## src/rtl/discriminated_stream_expander.sv

```systemverilog
// discriminated_stream_expander
//   Rebuilds a dense, time-aligned batch stream from one channel's sparse
//   discriminator output and its timestamp records. Every record opens a
//   segment of contiguous kept batches. Batch periods that fall between
//   segments are filled with FILL_WORD batches that are flagged kept=0.
//
// Ports
//   clk, reset           clock; synchronous active-high reset
//   cfg_decimation       time units per batch (0 is treated as 1), latched on
//                        the first record of a frame
//   s_tstamp_*           record stream {time, index}; last marks the final record
//   s_data_*             sparse batch stream; last marks the final sparse batch
//   m_data_*             dense batch stream; last is set on the final dense batch
//   m_kept               1 = copied batch, 0 = fill batch (qualified by m_data_valid)
//   error                sticky protocol/timing error flag, cleared only by reset
module discriminated_stream_expander #(
    parameter int                    DATA_WIDTH         = 16,
    parameter int                    TSTAMP_WIDTH       = 32,
    parameter int                    SAMPLE_INDEX_WIDTH = 16,
    parameter int                    DECIMATION_BITS    = 8,
    parameter logic [DATA_WIDTH-1:0] FILL_WORD          = '0
) (
    input  logic                       clk,
    input  logic                       reset,
    input  logic [DECIMATION_BITS-1:0] cfg_decimation,
    input  logic [TSTAMP_WIDTH-1:0]    s_tstamp_data,
    input  logic                       s_tstamp_valid,
    output logic                       s_tstamp_ready,
    input  logic                       s_tstamp_last,
    input  logic [DATA_WIDTH-1:0]      s_data_data,
    input  logic                       s_data_valid,
    output logic                       s_data_ready,
    input  logic                       s_data_last,
    output logic [DATA_WIDTH-1:0]      m_data_data,
    output logic                       m_data_valid,
    input  logic                       m_data_ready,
    output logic                       m_data_last,
    output logic                       m_kept,
    output logic                       error
);
    localparam int TIME_WIDTH = TSTAMP_WIDTH - SAMPLE_INDEX_WIDTH;

    localparam logic [2:0] S_IDLE  = 3'd0;
    localparam logic [2:0] S_FETCH = 3'd1;
    localparam logic [2:0] S_COPY  = 3'd2;
    localparam logic [2:0] S_GAP   = 3'd3;
    localparam logic [2:0] S_FILL  = 3'd4;

    logic [2:0]                    state;
    logic [TIME_WIDTH-1:0]         exp_time;
    logic [SAMPLE_INDEX_WIDTH-1:0] data_idx;
    logic [DECIMATION_BITS-1:0]    dec;
    logic                          cur_last;
    logic [TIME_WIDTH-1:0]         nxt_time;
    logic [SAMPLE_INDEX_WIDTH-1:0] nxt_index;
    logic                          nxt_last;
    logic                          nxt_vld;

    logic [TIME_WIDTH-1:0]         s_time;
    logic [SAMPLE_INDEX_WIDTH-1:0] s_index;
    logic [TIME_WIDTH-1:0]         exp_next;
    logic [SAMPLE_INDEX_WIDTH-1:0] idx_next;
    logic signed [TIME_WIDTH-1:0]  gap_diff;
    logic signed [TIME_WIDTH-1:0]  fill_diff;
    logic                          out_free;
    logic                          seg_done;
    logic                          copy_xfer;

    assign s_time    = s_tstamp_data[TSTAMP_WIDTH-1:SAMPLE_INDEX_WIDTH];
    assign s_index   = s_tstamp_data[SAMPLE_INDEX_WIDTH-1:0];
    assign exp_next  = exp_time + TIME_WIDTH'(dec);
    assign idx_next  = data_idx + SAMPLE_INDEX_WIDTH'(1);
    // Differences are taken modulo 2^TIME_WIDTH so timestamp wrap is legal.
    assign gap_diff  = nxt_time - exp_time;
    assign fill_diff = nxt_time - exp_next;
    assign out_free  = !m_data_valid || m_data_ready;
    // Segment already exhausted on entry (zero-length segment).
    assign seg_done  = nxt_vld && (data_idx == nxt_index);

    assign s_tstamp_ready = !reset && ((state == S_IDLE) || (state == S_FETCH && !cur_last));
    assign s_data_ready   = !reset && (state == S_COPY) && !seg_done && out_free;
    assign copy_xfer      = s_data_ready && s_data_valid;

    always_ff @(posedge clk) begin
        if (reset) begin
            state        <= S_IDLE;
            exp_time     <= '0;
            data_idx     <= '0;
            dec          <= DECIMATION_BITS'(1);
            cur_last     <= 1'b0;
            nxt_time     <= '0;
            nxt_index    <= '0;
            nxt_last     <= 1'b0;
            nxt_vld      <= 1'b0;
            m_data_data  <= '0;
            m_data_valid <= 1'b0;
            m_data_last  <= 1'b0;
            m_kept       <= 1'b0;
            error        <= 1'b0;
        end else begin
            if (m_data_valid && m_data_ready)
                m_data_valid <= 1'b0;

            case (state)
                S_IDLE: if (s_tstamp_valid) begin
                    exp_time <= s_time;
                    dec      <= (cfg_decimation == '0) ? DECIMATION_BITS'(1) : cfg_decimation;
                    cur_last <= s_tstamp_last;
                    data_idx <= '0;
                    if (s_index != '0)
                        error <= 1'b1;
                    state    <= S_FETCH;
                end
                S_FETCH: begin
                    if (cur_last) begin
                        nxt_vld <= 1'b0;
                        state   <= S_COPY;
                    end else if (s_tstamp_valid) begin
                        nxt_time  <= s_time;
                        nxt_index <= s_index;
                        nxt_last  <= s_tstamp_last;
                        nxt_vld   <= 1'b1;
                        state     <= S_COPY;
                    end
                end
                S_COPY: begin
                    if (seg_done) begin
                        state <= S_GAP;
                    end else if (copy_xfer) begin
                        m_data_valid <= 1'b1;
                        m_data_data  <= s_data_data;
                        m_kept       <= 1'b1;
                        m_data_last  <= s_data_last;
                        data_idx     <= idx_next;
                        exp_time     <= exp_next;
                        if (s_data_last) begin
                            // Sparse stream ended while records were still pending.
                            if (nxt_vld)
                                error <= 1'b1;
                            state <= S_IDLE;
                        end else if (nxt_vld && idx_next == nxt_index) begin
                            state <= S_GAP;
                        end
                    end
                end
                S_GAP: begin
                    if (gap_diff > 0) begin
                        state <= S_FILL;
                    end else begin
                        // Negative gap: next segment starts in the past; resync, no fill.
                        if (gap_diff < 0) begin
                            error    <= 1'b1;
                            exp_time <= nxt_time;
                        end
                        cur_last <= nxt_last;
                        state    <= S_FETCH;
                    end
                end
                S_FILL: if (out_free) begin
                    m_data_valid <= 1'b1;
                    m_data_data  <= FILL_WORD;
                    m_kept       <= 1'b0;
                    m_data_last  <= 1'b0;
                    if (fill_diff > 0) begin
                        exp_time <= exp_next;
                    end else begin
                        // Overshoot: record time is off the decimation grid.
                        if (fill_diff < 0) begin
                            error    <= 1'b1;
                            exp_time <= nxt_time;
                        end else begin
                            exp_time <= exp_next;
                        end
                        cur_last <= nxt_last;
                        state    <= S_FETCH;
                    end
                end
                default: state <= S_IDLE;
            endcase
        end
    end
endmodule

```

## config.mk

```make
export PLATFORM = sky130hd
export DESIGN_NAME = discriminated_stream_expander
export DESIGN_NICKNAME = d
export VERILOG_FILES = /design/src/rtl/discriminated_stream_expander.sv
export SDC_FILE = /design/constraint.sdc
export NUM_CORES = 1
export LEC_CHECK = 0
export ABC_AREA = 1
export CAP_MARGIN = 30
export CORE_AREA = 2 2 163 165
export DETAILED_ROUTE_END_ITERATION = 6
export DIE_AREA = 0 0 165 167
export PLACE_DENSITY = 0.59
export REMOVE_ABC_BUFFERS = 1
export SYNTH_ARGS = -nofsm -noshare
export SYNTH_HDL_FRONTEND = slang
export SYNTH_SLANG_ARGS = --single-unit
```

## constraint.sdc

```tcl
create_clock -name clk -period 3.5 [get_ports clk]
set_input_delay 0.35 -clock clk [delete_from_list [all_inputs] [get_ports clk]]
set_output_delay 0.35 -clock clk [all_outputs]
set_load 0.02 [all_outputs]
```

==> impl_metrics.ini, run 1 <==
[global_routing]
grt_usage = 0.1737
grt.overflow.total = 0
antenna_found_initial = 0
grt_pass1_wl_um = 38090
grt_max_degree = 52
grt_pass1_vias = 7451

[logic_synthesis]
syn_avg_cell_area_sq_um = 6.297
seq_area_frac_synth = 0.2663
async_flop_share = 0
synthFlopType = dfxtp_1
yosysTopAreaCell = dfxtp_1
yosysWarnings = 0
synth_area_leaders = dfxtp_1, nand2_1, nor2_1, inv_1, a21oi_1
synth_seq_cells = 98
postSynthCellCount = 1170
synth_area_sq_um = 7367
synth_top_area_share = 0.2663
synth_cell_types = 54
synth_edf_count = 0

[cells_and_area]
nFillCells = 2720
layout.nets = 1398
final_util = 0.3739
area_delta_synth_final_pct = 30.76
antenna_cells = 0
drive_gt1_frac = 0.1565

[placed_design]
place_congestion = 0.9189
place_hpwl_um = 18410
io_buffer_count = 84

[cts]
cts_buffer_depth = 2
clock-sinks = 98
cts_tree = built
root_buffer = clkbuf_16
hold_buffers = 0
cts_buffers = 9
htreeDepth = 3
clock_latency_ns = 0.36
clkTransAtPathRegs_ns = 0.07

[sta]
worstMarginPinSlew_ns = 0.5827
fin_hold_ws_ns = 0.4636
drv_slew = 0
max_freq_mhz = 287.9
setup_violations = 0
finalHoldViolCount = 0
fin_crit_sh = 0.9924
fin_crit_ns = 3.474
fin_skew_ns = 0.01383
maxSlewHeadroom = 0.6080
rsz0062_at_grt = true

[setup_path]
cp-start-kind = flop
rrSetupSlack_ns = 0.03
worstPathRequired_ns = 3.73
crit_fanout = 5
arrival_ns = 3.70
r2r_cells = 22
rr_endpoint = exp_time[1]$_SDFFE_PP0P_
end_kind = flop
reg2reg_from = exp_time[0]$_SDFFE_PP0P_
critPathKind = reg -> reg

[routing]
drc = 0
via_per_inst = 4.819
drt-initial-drc-count = 646
drtAntennaViolNets = 0
dr.pass1.iters = 5
wl_per_cell_um = 14.68
wl_um = 23960
vias = 7864

[floorplanning]
dieHeight_um = 167
fp.coreArea_sq_um = 25760
die_x_um = 165
io_pins = 85
row_count = 59
start_util = 0.2860
dieArea_sq_um = 27560

[pwr]
power.density_nw_per_um2 = 961.8
p_leak_nw = 4.335
ir_worst_vdd_mv = 0.5307

[worst_hold_path]
holdPathStages = 2
hold_path_class = reg -> reg
hold_end = m_data_data[0]$_SDFFE_PP0P_
worstHoldStart = m_data_data[0]$_SDFFE_PP0P_

[status]
outcome = finished clean

[run]
maxCapViolCount = 0
==> cell type report <==
| type | instances | area, sq um | area share |
|---|---|---|---|
| clock inverter | 5 | 38.79 | 0.004026 |
| multi-input combinational | 897 | 5164 | 0.5360 |
| clock buffer | 10 | 239.0 | 0.02481 |
| tap | 335 | 419.2 | 0.04351 |
| sequential | 98 | 1967 | 0.2042 |
| timing repair buffer | 138 | 1241 | 0.1288 |
| inverter | 149 | 564.3 | 0.05858 |
==> per-stage QoR <==
stage / cells / power (W) / TNS, ns / instance area (sq um) / worst slack [ns]
5_1_grt: 1632 / 0.01017 / -1.735 / 9633 / -0.1439
3_5_place_dp: 1604 / 0.007505 / -3.943 / 8791 / -0.2416
6_report: 1632 / 0.009265 / 0 / 9633 / 0.02648
4_1_cts: 1625 / 0.008738 / 0 / 9250 / 0.006248
2_1_floorplan: 1142 / 0.005777 / 0 / 7213 / 0.2130
3_3_place_gp: 1604 / 0.007454 / -1.679 / 8791 / -0.1411
==> cells in the mapped netlist (5+ instances only) <==
| master | n |
|---|---|
| nand3_2 | 8 |
| clkbuf_1 | 15 |
| nand2_4 | 6 |
| nand2_2 | 5 |
| inv_2 | 10 |
| ha_1 | 39 |
| o22ai_1 | 5 |
| xnor2_1 | 10 |
| nand4_1 | 17 |
| o21bai_1 | 6 |
| o21ai_0 | 74 |
| nor4_1 | 7 |
| o21ai_1 | 10 |
| inv_1 | 135 |
| xor2_1 | 22 |
| nor2_1 | 145 |
| dfxtp_1 | 98 |
| nor3_1 | 8 |
| a21oi_1 | 99 |
| nand2_1 | 303 |
| nand3_1 | 74 |
| buf_2 | 6 |
| nor2_2 | 8 |
| nand3b_1 | 6 |
==> flip-flops by register name, summed over array words and instances (netlist names) <==
name and flops:
data_idx 16, exp_time 16, m_data_data 16, nxt_index 16, nxt_time 16, dec 8
state 3, cur_last 1, error 1, m_data_last 1, m_data_valid 1, m_kept 1
nxt_last 1, nxt_vld 1
==> report_power, final <==
part | internal, W | switching, W
clock | 0.000505 | 0.000482
sequential | 0.00142 | 0.000328
combinational | 0.00256 | 0.00397
==> cells by family (layout without fill, tap and decap cells) <==
logic type,count (synthesis),in the layout,share of synthesized area
and+or+nand+nor,602,604,0.3614
AOI/OAI and AO/OA,219,219,0.1624
buffers and inverters,177,302,0.09749
DFF,98,98,0.2663
adders and majority gates,42,42,0.07439
xor gates and xnor gates,32,32,0.03804
==> placed cells by master (no fill, tap or decap), drive strengths merged <==
cell type | netlist | layout
o21ai | 86 | 86
a31oi | 3 | 3
xor2 | 22 | 22
a22oi | 3 | 3
clkdlybuf4s50 | 0 | 83
a21boi | 2 | 2
and2 | 3 | 3
or2 | 2 | 2
a211oi | 3 | 3
o221a | 1 | 1
o211ai | 1 | 1
nand2 | 314 | 316
o31ai | 1 | 1
clkbuf | 15 | 10
clkinv | 2 | 5
ha | 39 | 39
o22ai | 5 | 5
xnor2 | 10 | 10
inv | 147 | 149
and3 | 2 | 2
nor4 | 7 | 7
a21oi | 103 | 103
o21a | 1 | 1
buf | 12 | 55
a21o | 3 | 3
o21bai | 6 | 6
dfxtp | 98 | 98
or3 | 1 | 1
nor3 | 10 | 10
nor2 | 156 | 156
a31o | 1 | 1
nand3b | 6 | 6
nand4 | 18 | 18
fa | 3 | 3
nand3 | 83 | 83
==> worst max-delay path by stage <==
stage	start	endpoint	slack, ns	cells past startpoint
3_3_place_gp	exp_time[0]$_SDFFE_PP0P_	exp_time[8]$_SDFFE_PP0P_	-0.14	24
3_5_place_dp	exp_time[0]$_SDFFE_PP0P_	exp_time[8]$_SDFFE_PP0P_	-0.24	24
2_1_floorplan	exp_time[0]$_SDFFE_PP0P_	exp_time[8]$_SDFFE_PP0P_	0.21	24
6_report	exp_time[0]$_SDFFE_PP0P_	exp_time[1]$_SDFFE_PP0P_	0.03	22
4_1_cts	dec[0]$_SDFFE_PP1P_	state[2]$_SDFFE_PP0P_	0.006	26
5_1_grt	dec[0]$_SDFFE_PP1P_	state[0]$_SDFFE_PP0P_	-0.14	25
==> critical path, cell delays in order (launching register included) <==
cell and delay, ns:
dfxtp_2 0.34, ha_4 0.16, fa_2 0.35, nand3_2 0.09, nand2_2 0.09, a21oi_4 0.20
nor2_4 0.07, inv_2 0.08, nor3_2 0.04, xor2_1 0.17, ha_1 0.33, a21oi_2 0.17
o21ai_1 0.11, a21oi_2 0.15, nand2_1 0.10, nand2_2 0.11, nand2_2 0.08, nand2_4 0.11
nand2_8 0.08, nand2_8 0.12, o21ai_0 0.09, nor3_1 0.21, a21oi_1 0.11
==> per-layer routing <==
metal / up-vias / routed length [um] / share of wire / global-route usage
li1: 4054 / - / - / -
met1: 3595 / 11040 / 0.46 / 0.2320
met2: 186 / 11260 / 0.47 / 0.2868
met3: 29 / 1211 / 0.051 / 0.02740
met4: 0 / 444 / 0.019 / 0.05142
met5: - / 0 / 0 / 0
==> what timing repair did <==
item / in CTS / in global routing
setup endpoints to repair: 20 / 20
gates resized for setup: 32 / 63
setup buffers: 5 / 6
cloned: 1 / 1
pin swaps: 17 / 33
(Power assumes the default switching activity.)
==> run 2, diff against run 1 <==
--- a/config.mk
+++ b/config.mk
@@ -6,7 +6,6 @@
 export NUM_CORES = 1
 export LEC_CHECK = 0
 export ABC_AREA = 1
-export CAP_MARGIN = 30
 export CORE_AREA = 2 2 163 165
 export DETAILED_ROUTE_END_ITERATION = 6
 export DIE_AREA = 0 0 165 167
==> results of run 2 <==
Final layout, timing and power as in run 1 (identical DEF).
